**config.mk**
```make
export PLATFORM = sky130hd
export DESIGN_NAME = alu_ctrl_alu16_dmem
export DESIGN_NICKNAME = d
export VERILOG_FILES = /design/src/rtl/alu16_pkg.sv /design/src/rtl/alu_ctrl_alu16_dmem_dmem_array.sv /design/src/rtl/alu_ctrl_alu16_dmem.sv
export SDC_FILE = /design/constraint.sdc
export NUM_CORES = 2
export LEC_CHECK = 0
export CORE_UTILIZATION = 45
export CTS_CLUSTER_SIZE = 12
export DETAILED_ROUTE_END_ITERATION = 10
export PLACE_DENSITY = 0.6
export SLEW_MARGIN = 5
export SYNTH_ARGS = -nofsm -noshare
export SYNTH_HDL_FRONTEND = slang
export SYNTH_SLANG_ARGS = --single-unit
```
**constraint.sdc**
```tcl
create_clock -name Clock -period 24.8 [get_ports Clock]
set_input_delay 6.2 -clock Clock [delete_from_list [all_inputs] [get_ports Clock]]
set_output_delay 6.2 -clock Clock [all_outputs]
set_load 0.02 [all_outputs]
```
**src/rtl/alu16_pkg.sv**
```systemverilog
// Shared encodings for the 16-bit execute/memory stage: ALUOp codes,
// ALU control words, R-type funct codes and I-type opcodes.
package alu16_pkg;

  // ALUOp field produced by the main control unit
  localparam logic [1:0] ALUOP_ADD   = 2'b00;  // load/store address
  localparam logic [1:0] ALUOP_SUB   = 2'b01;  // branch compare
  localparam logic [1:0] ALUOP_RTYPE = 2'b10;  // decode funct
  localparam logic [1:0] ALUOP_ITYPE = 2'b11;  // decode opcode

  // ALU operation field (ALUCtrl[2:0])
  typedef enum logic [2:0] {
    OP_AND = 3'b000,
    OP_OR  = 3'b001,
    OP_ADD = 3'b010,
    OP_SLT = 3'b011,
    OP_XOR = 3'b100,
    OP_NOR = 3'b101,
    OP_SLL = 3'b110,
    OP_SRL = 3'b111
  } alu_op_e;

  // Full 4-bit control words: bit 3 is Binvert
  localparam logic [3:0] CTRL_AND = 4'b0000;
  localparam logic [3:0] CTRL_OR  = 4'b0001;
  localparam logic [3:0] CTRL_ADD = 4'b0010;
  localparam logic [3:0] CTRL_SUB = 4'b1010;
  localparam logic [3:0] CTRL_SLT = 4'b1011;
  localparam logic [3:0] CTRL_XOR = 4'b0100;
  localparam logic [3:0] CTRL_NOR = 4'b0101;
  localparam logic [3:0] CTRL_SLL = 4'b0110;
  localparam logic [3:0] CTRL_SRL = 4'b0111;

  // R-type funct codes (instruction[3:0])
  localparam logic [3:0] FUNCT_AND = 4'b0000;
  localparam logic [3:0] FUNCT_OR  = 4'b0001;
  localparam logic [3:0] FUNCT_ADD = 4'b0010;
  localparam logic [3:0] FUNCT_SUB = 4'b0011;
  localparam logic [3:0] FUNCT_SLT = 4'b0100;
  localparam logic [3:0] FUNCT_XOR = 4'b0101;
  localparam logic [3:0] FUNCT_NOR = 4'b0110;
  localparam logic [3:0] FUNCT_SLL = 4'b0111;
  localparam logic [3:0] FUNCT_SRL = 4'b1000;

  // I-type opcodes (instruction[15:13])
  localparam logic [2:0] OPC_ADDI = 3'b100;
  localparam logic [2:0] OPC_SLTI = 3'b101;
  localparam logic [2:0] OPC_ANDI = 3'b110;
  localparam logic [2:0] OPC_ORI  = 3'b111;

  // Flag bundle leaving the ALU
  typedef struct packed {
    logic zero;
    logic overflow;
    logic carry;
  } alu_flags_t;

endpackage

```
**src/rtl/alu_ctrl_alu16_dmem_dmem_array.sv**
```systemverilog
// dmem_array: word-addressed data memory with synchronous write,
// synchronous full clear on Reset and combinational, gated read.
// A read of the word being written returns the pre-write contents.
module dmem_array #(
  parameter int ADDR_W = 7
) (
  input  logic              Clock,
  input  logic              Reset,
  input  logic              write_en,
  input  logic              read_en,
  input  logic [ADDR_W-1:0] addr,
  input  logic [15:0]       write_data,
  output logic [15:0]       read_data
);

  localparam int DEPTH = 1 << ADDR_W;

  logic [15:0] mem [DEPTH];

  // Clear every word on Reset (wins over a same-cycle write), else store
  always_ff @(posedge Clock) begin
    if (Reset) begin
      for (int i = 0; i < DEPTH; i++) begin
        mem[i] <= 16'h0000;
      end
    end else if (write_en) begin
      mem[addr] <= write_data;
    end
  end

  // Combinational read, forced to zero when not enabled
  always_comb begin
    read_data = 16'h0000;
    if (read_en) begin
      read_data = mem[addr];
    end
  end

endmodule

```
**src/rtl/alu_ctrl_alu16_dmem.sv**
```systemverilog
// alu_ctrl_alu16_dmem: execute/memory stage of the 16-bit datapath.
// Decodes ALUOp/Funct/Opcode into a 4-bit ALU control word, runs the
// 16-bit ALU (zero/overflow/carry flags) and accesses data memory at
// the ALU result (byte address of 16-bit words).
// Optional feature macro: ALU16_SHIFT_EN enables SLL/SRL; without it
// shift funct codes decode to ADD and ALU ops 110/111 return zero.
module alu_ctrl_alu16_dmem
  import alu16_pkg::*;
#(
  parameter int DEPTH_LOG2 = 7
) (
  input  logic        Clock,
  input  logic        Reset,
  input  logic [1:0]  ALUOp,
  input  logic [3:0]  Funct,
  input  logic [2:0]  Opcode,
  input  logic [15:0] A,
  input  logic [15:0] B,
  input  logic [15:0] WriteData,
  input  logic        MemRead,
  input  logic        MemWrite,
  output logic [3:0]  ALUCtrl,
  output logic [15:0] ALUResult,
  output logic        Zero,
  output logic        Overflow,
  output logic        CarryOut,
  output logic [15:0] ReadData
);

  logic [3:0]  ctrl;
  logic        binvert;
  alu_op_e     op;
  logic [15:0] bx;
  logic [16:0] sum;
  logic        add_ovf;
  logic [15:0] result;
  alu_flags_t  flags;
  logic [DEPTH_LOG2-1:0] word_index;

  // ALU control decode from ALUOp, then Funct (R-type) or Opcode (I-type)
  always_comb begin
    ctrl = CTRL_ADD;
    case (ALUOp)
      ALUOP_ADD: ctrl = CTRL_ADD;
      ALUOP_SUB: ctrl = CTRL_SUB;
      ALUOP_RTYPE: begin
        case (Funct)
          FUNCT_AND: ctrl = CTRL_AND;
          FUNCT_OR:  ctrl = CTRL_OR;
          FUNCT_ADD: ctrl = CTRL_ADD;
          FUNCT_SUB: ctrl = CTRL_SUB;
          FUNCT_SLT: ctrl = CTRL_SLT;
          FUNCT_XOR: ctrl = CTRL_XOR;
          FUNCT_NOR: ctrl = CTRL_NOR;
`ifdef ALU16_SHIFT_EN
          FUNCT_SLL: ctrl = CTRL_SLL;
          FUNCT_SRL: ctrl = CTRL_SRL;
`endif
          default:   ctrl = CTRL_ADD;
        endcase
      end
      ALUOP_ITYPE: begin
        case (Opcode)
          OPC_ADDI: ctrl = CTRL_ADD;
          OPC_SLTI: ctrl = CTRL_SLT;
          OPC_ANDI: ctrl = CTRL_AND;
          OPC_ORI:  ctrl = CTRL_OR;
          default:  ctrl = CTRL_ADD;
        endcase
      end
      default: ctrl = CTRL_ADD;
    endcase
  end

  assign ALUCtrl = ctrl;
  assign binvert = ctrl[3];
  assign op      = alu_op_e'(ctrl[2:0]);

  // Shared adder: subtract is A + ~B + 1 using Binvert as carry-in
  assign bx      = B ^ {16{binvert}};
  assign sum     = {1'b0, A} + {1'b0, bx} + {16'h0000, binvert};
  assign add_ovf = (A[15] == bx[15]) && (sum[15] != A[15]);

  // ALU result and flags; only ADD and SLT report carry/overflow
  always_comb begin
    result         = 16'h0000;
    flags.carry    = 1'b0;
    flags.overflow = 1'b0;
    case (op)
      OP_AND: result = A & bx;
      OP_OR:  result = A | bx;
      OP_ADD: begin
        result         = sum[15:0];
        flags.carry    = sum[16];
        flags.overflow = add_ovf;
      end
      OP_SLT: begin
        // Sign of the true difference: sum sign corrected by overflow
        result         = {15'h0000, sum[15] ^ add_ovf};
        flags.carry    = sum[16];
        flags.overflow = add_ovf;
      end
      OP_XOR: result = A ^ B;
      OP_NOR: result = ~(A | B);
`ifdef ALU16_SHIFT_EN
      OP_SLL: result = A << B[3:0];
      OP_SRL: result = A >> B[3:0];
`else
      OP_SLL: result = 16'h0000;
      OP_SRL: result = 16'h0000;
`endif
      default: result = 16'h0000;
    endcase
    flags.zero = (result == 16'h0000);
  end

  assign ALUResult = result;
  assign Zero      = flags.zero;
  assign Overflow  = flags.overflow;
  assign CarryOut  = flags.carry;

  // Byte address -> word index: drop bit 0, ignore bits above the depth
  assign word_index = result[DEPTH_LOG2:1];

  dmem_array #(
    .ADDR_W (DEPTH_LOG2)
  ) u_dmem (
    .Clock      (Clock),
    .Reset      (Reset),
    .write_en   (MemWrite),
    .read_en    (MemRead),
    .addr       (word_index),
    .write_data (WriteData),
    .read_data  (ReadData)
  );

endmodule

```
==> impl_metrics.json <==
{
  "synthTopCellsByArea": "edfxtp_1 (63%), and2_1 (13%), nand2_1 (6.4%)",
  "p_leak_uw": 0.0382,
  "ioPinCount": 100,
  "htree_levels": 4,
  "rsz0062_at_grt": "no",
  "dieHeight_um": 466,
  "holdPathStages": 2,
  "clock-sinks": 2048,
  "clk_pin_slew_ns": 0.06,
  "cp-start-kind": "input pin",
  "path_cells": "clkdlybuf4s50_1 > or3b_1 > nand2_1 > a22oi_2 > buf_4 > xnor2_1 > inv_1 > fa_1 > nand2_1 > a21oi_1 > o21ai_0 > nand2_4 > inv_8 > buf_4 > mux2i_1 > a32oi_1 > a31oi_1 > o41ai_1 > nand4_1 > nor3_1 > clkdlybuf4s50_1",
  "critPathTopFamily": "buffers and inverters",
  "fin_cells": 11300,
  "avgSynthCellArea_um2": 11.3,
  "async_reset_ff_share_pct": 0,
  "drtIter0Drc": 8023,
  "ctsHoldBuffers": 0,
  "dp.cells": 10900,
  "die_w_um": 466,
  "drive_gt1_share_pct": 8.36,
  "top_regs": "u_dmem.mem x2048",
  "crit_fanout": 107,
  "dieArea_mm2": 0.218,
  "synth-edff-count": 2048,
  "synthToLayoutAreaGrowth_pct": 9.99,
  "drv_slew": 0,
  "finalNetCount": 8428,
  "ys_seq_area_share_pct": 63.4,
  "dp_hpwl_um": 186000,
  "yosysUniqueCellTypes": 79,
  "top_register": "u_dmem.mem",
  "numCtsBuffers": 218,
  "wl_per_cell_um": 28.1,
  "overflow": 0,
  "ys_ff_latch": 2048,
  "finalHoldViolCount": 0,
  "cts_buffer_depth": 3,
  "synthCells": 8575,
  "synth_ff_type": "edfxtp_1",
  "whs_ns": 5.79,
  "synth_commonest_cells": "and2_1 (2054), edfxtp_1 (2048), nand2_1 (1665)",
  "clockRootBuffer": "clkbuf_16",
  "synth_top_area_share_pct": 63.4,
  "largest_reg_flops": 2048,
  "io_buffers": 99,
  "grt_pass1_vias": 63000,
  "totalWireLength_um": 319000,
  "post-route-period-util_pct": 83.7,
  "required_ns": 18.60,
  "cp_num_cells": 21,
  "hold_class": "in -> reg",
  "worstSetupPathType": "in -> out",
  "initial_core_util_pct": 45.3,
  "finalCriticalPeriod_ns": 20.77,
  "drc_errors": 0,
  "ir_drop_mv": 0.0825,
  "coreArea_mm2": 0.214,
  "grt_start_max_net_pins": 132,
  "grt_pass1_wl_um": 456000,
  "max-slew-margin-rel_pct": 4.36,
  "status": "completed",
  "yosysMostFrequentCell": "and2_1",
  "gp_congestion": 0.892,
  "fin_ws_ns": 4.03,
  "powerDensity_mw_per_mm2": 85.6,
  "syn-num-nets": 8683,
  "setup-tns-final_ns": 0,
  "antenna_found_initial": 18,
  "vias": 66600,
  "crit_buf_inv": 6,
  "ant_nets": 0,
  "final-setup-viol-count": 0,
  "dp_slack_ns": 4.08,
  "worst_slew_pin_slew_ns": 1.43,
  "endpoint_kind": "output port",
  "fmax_mhz": 48.2,
  "critPathMaxStageDelay_ns": 1.14,
  "cts_setup_buffers": 0,
  "dr.pass1.iters": 6,
  "cp_data_arrival_time_ns": 14.57,
  "row_count": 170,
  "yosys.area.top_type": "edfxtp_1",
  "maxCapViolCount": 0,
  "via_per_inst": 5.87,
  "yosys_warnings": 0,
  "tritoncts": "done",
  "synth.cell_area_mm2": 0.0971,
  "cp_slowest_cell": "o41ai_1",
  "cts-resized-gates": 0,
  "totalPowerFinal_uw": 9140,
  "track_usage_pct": 28.8
}
==> metal layers <==
layer | global-route usage, % | routed length [um] | up-vias
met2 | 45.4 | 147000 | 3099
met1 | 39.8 | 132000 | 33700
met4 | 11.0 | 12700 | 6
met5 | 0 | 34 | -
met3 | 4.75 | 27400 | 514
li1 | - | - | 29300
==> cell type report <==
| type | count | area (um2) |
|---|---|---|
| inverter | 60 | 233 |
| clock buffer | 281 | 5710 |
| fill | 18800 | 108000 |
| multi-input combinational | 5718 | 32400 |
| antenna | 5 | 12.5 |
| sequential | 2048 | 61500 |
| timing repair buffer | 274 | 2450 |
| tap | 2838 | 3550 |
| clock inverter | 114 | 885 |
==> worst paths after layout <==
check | end | slack (ns) | start
max | ReadData[8] | 4.03 | Funct[1]
min | u_dmem.mem[0][6] | 5.79 | WriteData[6]
==> cells by family (layout without fill, tap and decap cells) <==
| family | after synthesis | after routing | synth area share, % |
|---|---|---|---|
| flops | 2048 | 2048 | 63.4 |
| compound gates | 625 | 625 | 4.67 |
| other cells | 0 | 5 | 0 |
| buf+inv | 809 | 729 | 3.33 |
| xor+xnor | 24 | 24 | 0.217 |
| simple gates | 4826 | 4826 | 25.8 |
| mux | 196 | 196 | 2.02 |
| fa+ha+maj | 47 | 47 | 0.614 |
==> cells in the final DEF (no fill, tap or decap), types with 21 or more instances in the layout <==
cell type,n
xnor2_1,21
inv_1,58
clkdlybuf4s50_1,82
ha_1,46
edfxtp_1,2048
buf_4,177
a31oi_1,243
nor2_1,120
a21oi_1,28
clkinv_2,23
nand4_1,68
clkbuf_1,62
mux2i_1,196
clkbuf_16,219
nor3_1,28
and2_1,2053
nor2_2,86
or2_2,129
nand3_1,598
a32oi_1,178
clkinv_1,65
nand2_1,1659
o21ai_0,57
==> stage by stage <==
| stage | area (um2) | utilization, % |
|---|---|---|
| floorplan | 97100 | - |
| global placement | 100000 | 46.7 |
| detailed placement | 100000 | 46.7 |
| CTS | 107000 | 49.8 |
| global route | 107000 | 49.8 |
| finish | 107000 | 49.8 |
==> power breakdown <==
group | switching, uW | internal [uW] | leakage (uW)
Clock | 1400 | 1690 | 0.00319
Sequential | 52.5 | 4000 | 0.0194
Combinational | 1520 | 483 | 0.0156
Total | 2970 | 6180 | 0.0382
(Power assumes the default switching activity.)
